## src/rtl/fetch_unit.sv

```systemverilog
// fetch_unit: instruction-fetch stage upstream of the decoder.
//
// Holds the PC, fetches one word at a time from instruction memory over a
// req/ack handshake of any latency, presents it to decode/execute, and
// advances the PC when the word is accepted. Branch and jump targets are
// computed locally from the held word. The decoder supplies dobranch/dojump
// for that word.
//
// Parameters:
//   RESET_PC      PC loaded on reset (4-byte aligned)
//   IMEM_TIMEOUT  REQ cycles without ack before fetch_err; 0 disables
//
// Ports:
//   clk, reset                  clock, async active-low reset
//   imem_req/imem_addr          fetch request and word address (= pc)
//   imem_ack/imem_rdata         memory response
//   instr/pc/pc_plus4           held instruction, its address, address+4
//   instr_valid/instr_ready     hold handshake with decode/execute
//   dobranch/dojump             control-flow outcome, sampled on accept
//   fetch_err                   sticky memory-timeout flag
//   perf_fetched/perf_stall     (FETCH_PERF_EN only) saturating counters
//
// Optional feature macro: FETCH_PERF_EN
//
// state | meaning
// IDLE  | just out of reset, request starts next cycle
// REQ   | imem_req high, waiting for imem_ack
// HOLD  | instr valid, waiting for instr_ready
// ERR   | memory timed out; only reset leaves
module fetch_unit #(
    parameter logic [31:0] RESET_PC     = 32'h0040_0000,
    parameter int unsigned IMEM_TIMEOUT = 16
) (
    input  logic        clk,
    input  logic        reset,
    output logic        imem_req,
    output logic [31:0] imem_addr,
    input  logic        imem_ack,
    input  logic [31:0] imem_rdata,
    output logic [31:0] instr,
    output logic [31:0] pc,
    output logic [31:0] pc_plus4,
    output logic        instr_valid,
    input  logic        instr_ready,
    input  logic        dobranch,
    input  logic        dojump,
    output logic        fetch_err
`ifdef FETCH_PERF_EN
    ,
    output logic [31:0] perf_fetched,
    output logic [31:0] perf_stall
`endif
);

    typedef enum logic [1:0] {
        IDLE = 2'd0,
        REQ  = 2'd1,
        HOLD = 2'd2,
        ERR  = 2'd3
    } state_t;

    state_t      state;
    logic [31:0] wait_cnt;
    logic [31:0] next_pc;
    logic [31:0] branch_off;
    logic [31:0] jump_tgt;

    assign pc_plus4   = pc + 32'd4;
    assign imem_addr  = pc;
    assign branch_off = {{14{instr[15]}}, instr[15:0], 2'b00};
    assign jump_tgt   = {pc_plus4[31:28], instr[25:0], 2'b00};

    always_comb begin
        next_pc = pc_plus4;
        if (dojump) begin
            next_pc = jump_tgt;
        end else if (dobranch) begin
            next_pc = pc_plus4 + branch_off;
        end
    end

    always_ff @(posedge clk or negedge reset) begin
        if (!reset) begin
            state       <= IDLE;
            pc          <= RESET_PC;
            instr       <= 32'h0;
            instr_valid <= 1'b0;
            imem_req    <= 1'b0;
            fetch_err   <= 1'b0;
            wait_cnt    <= 32'd0;
        end else begin
            case (state)
                IDLE: begin
                    state    <= REQ;
                    imem_req <= 1'b1;
                end
                REQ: begin
                    if (imem_ack) begin
                        instr       <= imem_rdata;
                        state       <= HOLD;
                        imem_req    <= 1'b0;
                        instr_valid <= 1'b1;
                        wait_cnt    <= 32'd0;
                    end else if ((IMEM_TIMEOUT != 0) && (wait_cnt == IMEM_TIMEOUT - 1)) begin
                        // this cycle is the IMEM_TIMEOUT-th one without ack
                        state     <= ERR;
                        imem_req  <= 1'b0;
                        fetch_err <= 1'b1;
                    end else begin
                        wait_cnt <= wait_cnt + 32'd1;
                    end
                end
                HOLD: begin
                    if (instr_ready) begin
                        pc          <= next_pc;
                        state       <= REQ;
                        imem_req    <= 1'b1;
                        instr_valid <= 1'b0;
                        wait_cnt    <= 32'd0;
                    end
                end
                ERR: begin
                    state <= ERR;
                end
                default: begin
                    state <= IDLE;
                end
            endcase
        end
    end

`ifdef FETCH_PERF_EN
    logic stall_evt;
    logic fetch_evt;

    assign stall_evt = ((state == REQ) && !imem_ack) || ((state == HOLD) && !instr_ready);
    assign fetch_evt = (state == HOLD) && instr_ready;

    always_ff @(posedge clk or negedge reset) begin
        if (!reset) begin
            perf_fetched <= 32'd0;
            perf_stall   <= 32'd0;
        end else begin
            if (fetch_evt && (perf_fetched != 32'hFFFF_FFFF)) begin
                perf_fetched <= perf_fetched + 32'd1;
            end
            if (stall_evt && (perf_stall != 32'hFFFF_FFFF)) begin
                perf_stall <= perf_stall + 32'd1;
            end
        end
    end
`endif

endmodule

```

## config.mk

```make
export PLATFORM = sky130hd
export DESIGN_NAME = fetch_unit
export DESIGN_NICKNAME = d
export VERILOG_FILES = /design/src/rtl/fetch_unit.sv
export SDC_FILE = /design/constraint.sdc
export NUM_CORES = 1
export LEC_CHECK = 0
export ABC_CLOCK_PERIOD_IN_PS = 4950
export CORE_AREA = 5 5 122 124
export CTS_BUF_LIST = sky130_fd_sc_hd__clkbuf_16
export CTS_CLUSTER_DIAMETER = 120
export CTS_CLUSTER_SIZE = 24
export DETAILED_ROUTE_END_ITERATION = 10
export DIE_AREA = 0 0 127 129
export GPL_TIMING_DRIVEN = 0
export PLACE_DENSITY = 0.85
export SYNTH_ARGS = -nofsm -noshare
export SYNTH_HDL_FRONTEND = slang
export SYNTH_SLANG_ARGS = --single-unit
```

## constraint.sdc

```tcl
create_clock -name clk -period 4.95 [get_ports clk]
set_input_delay 0.99 -clock clk [delete_from_list [all_inputs] [get_ports clk]]
set_output_delay 0.99 -clock clk [all_outputs]
set_load 0.02 [all_outputs]
```

==> metrics.txt <==
hold path start=instr_valid; Reg power frac=0.265; #FFs+latches synth=99; unrepaired setup endpoints after global routing=no; grt ovf=0; Worst Tran Pin Value=1020 ps; Overall Global Routing Usage=0.281; layout cells sized above 1=0.114; top cells by count, synth=dfrtp_1, o21ai_0, nand2_1, a21oi_1, nor2_1; core area=roughly 14000 um^2; skew final=5.42 ps; Net count, final=roughly 1100; Antenna Nets Post-Route=0; Detailed Route Iter0 Violations=714; Max VDD drop=roughly 0.41 mV; fraction of power consumed by the clock network=0.138; Root Driver=clkbuf_16; worst setup margin=between 600 and 700 ps; H-tree levels=3; design internal power=2730 uW; Die X=roughly 130 um; post-cts sizing count=0; ys async rst share=1.00; Mapped Cells=833; max-slew headroom at the worst pin=0.323; power per cell area=521 nW/um^2; input/output buffers=roughly 160; R2R Path End=imem_addr[21]; # DRC=0; Final Hold Fails=0; diodes inserted=0; Via Count=approximately 7400; number of core rows=43; Psw=2210 uW; top-count cell post-synth=dfrtp_1; Place WS=roughly 860 ps; endpoints failing setup=0; synth top area cells=dfrtp_1, ha_1, o21ai_0, mux2_2, buf_4; Crit Path Category=flop to primary output; Fin Setup TNS=0 ps; Sw Share=0.447; register area share after synthesis=0.338; Max Fclk=0.234 GHz; MaxCap Viol Count=0; Area Overhead vs Synth=29.4%; CTS clock-pin slew for the worst setup and hold paths=roughly 70 ps; Clock Latency Late Sink=around 360 ps; yosys warns=0; Worst Hold Class=flop to flop; Hold Path Stages=2; CTS Buffer Depth=2; Hold Buf Count CTS=0; status=finished, final reports clean; total CTS buffers=9; largest net degree at the start of global routing=57; antenna violations before repair=0; Detailed Route WL=roughly 23 mm; Synth area leader=dfrtp_1; P_leak=around 0.0042 uW; Comb power frac=0.598; crit path time final=~4300 ps; # IOs=169; postcts setup bufs=0; Die H=~130 um; Final period util=0.864; Critical R2R Launch=imem_addr[3]; worst r2r path cells=15; gp weighted congestion=0.955; syn_area_per_cell=roughly 8.8 um^2; Worst setup SP type=flop; area share of the largest cell type after synthesis=0.335; hpwl dp=between 15 and 20 mm; Max Fanout on Critical Path=8; nature of the critical path endpoint=primary output; Via density=just over 6; wire length per cell=between 15 and 20 um; mapped cell area=between 7000 and 8000 um^2; Worst R2R Setup Slack=740 ps; vias in the first global route=7094; Die ar.=16400 um^2; Final Max Tran Viols=0; library cells used by synthesis=79; Starting Density=0.536; crit path DAT=3290 ps; global-route wire length before repair=37.0 mm; Hold Path End=instr_valid; CP Data Required Time=between 3000 and 4000 ps; CTS tree=done; clk sinks=99; first drt pass iteration count=6; EDFF count, synth=0; prevailing post-synth register cell=dfrtp_1
[kinds of logic (layout without fill, tap and decap cells)]
kind of cell               Yosys count  count (layout)  share of synthesized area
other                                1               6                   0.000512
AOI/OAI and AO/OA                  244             244                      0.212
and+or+nand+nor                    278             278                      0.200
muxes                               38              38                     0.0574
buffers and inverters               84             262                     0.0635
adders and majority gates           38              38                     0.0659
DFF                                 99              99                      0.338
xor gates and xnor gates            51              51                     0.0620
[worst max path at each step]
stage | start | slack (ps) | to | depth (start not counted)
floorplan | imem_addr[3] | 1110 | imem_addr[21] | 15
global placement | reset | -880 | imem_addr[23] | 1
detailed placement | imem_addr[3] | 860 | imem_addr[27] | 15
CTS | imem_addr[3] | 650 | pc_plus4[30] | 8
global route | imem_addr[3] | 460 | imem_addr[27] | 15
finish | imem_addr[3] | 670 | pc_plus4[30] | 8
[state kept, by name (all words and copies together) (netlist names)]
name / flops
instr: 32
wait_cnt: 32
fetch_err: 1
imem_req: 1
imem_addr: 30
state: 2
instr_valid: 1
[power by group through the flow]
stage | clock network (uW) | logic, uW | registers [uW]
6_report | 680 | 2950 | 1310
5_1_grt | 722 | 3190 | 1340
4_1_cts | 687 | 2930 | 1300
3_5_place_dp | 0 | 2920 | 1310
3_3_place_gp | 0 | 2850 | 1300
2_1_floorplan | 0 | 1620 | 1450
[layer usage]
| metal | vias to the layer above | track usage | share of wire |
|---|---|---|---|
| met3 | 69 | 0.0726 | 0.091 |
| li1 | 3379 | - | - |
| met5 | - | 0 | 0 |
| met2 | 379 | 0.455 | 0.48 |
| met1 | 3537 | 0.360 | 0.39 |
| met4 | 0 | 0.112 | 0.037 |
[worst max-delay path: stages (launching register included)]
cell	delay, ps
dfrtp_1	520
ha_1	210
clkbuf_1	370
nand4_4	230
or3_1	430
inv_1	110
and2_1	190
xor2_1	230
clkdlybuf4s50_1	650
[through the flow]
step | hold WS, ps | utilization | total power, uW | cell area (um^2) | cells
floorplan | 456 | - | 3060 | 7340 | 838
global placement | 460 | 0.672 | 4150 | 9180 | 1179
detailed placement | 466 | 0.674 | 4230 | 9210 | 1180
CTS | 480 | 0.694 | 4920 | 9480 | 1196
global route | 497 | 0.694 | 5250 | 9480 | 1196
finish | 480 | 0.694 | 4940 | 9480 | 1196
[cell type report]
type | count | area, um^2
Tap cell | 180 | 225
Multi-Input combinational cell | 655 | 4400
Fill cell | 1127 | 4190
Timing Repair Buffer | 162 | 1640
Clock inverter | 7 | 50.0
Inverter | 11 | 41.3
Buffer | 73 | 424
Clock buffer | 9 | 225
Sequential cell | 99 | 2480
[cell usage in the layout (no fill, tap or decap), types with 22 or more instances in the layout]
cell and instances:
dfrtp_1 98, clkdlybuf4s50_1 160, o21ai_0 87, xor2_1 22, mux2_2 32, nand3_1 42, nor2_1 49, xnor2_1 28
a21oi_1 52, and3_1 31, nand2_1 72, buf_4 37, clkbuf_1 25, ha_1 37
(Power assumes the default switching activity.)
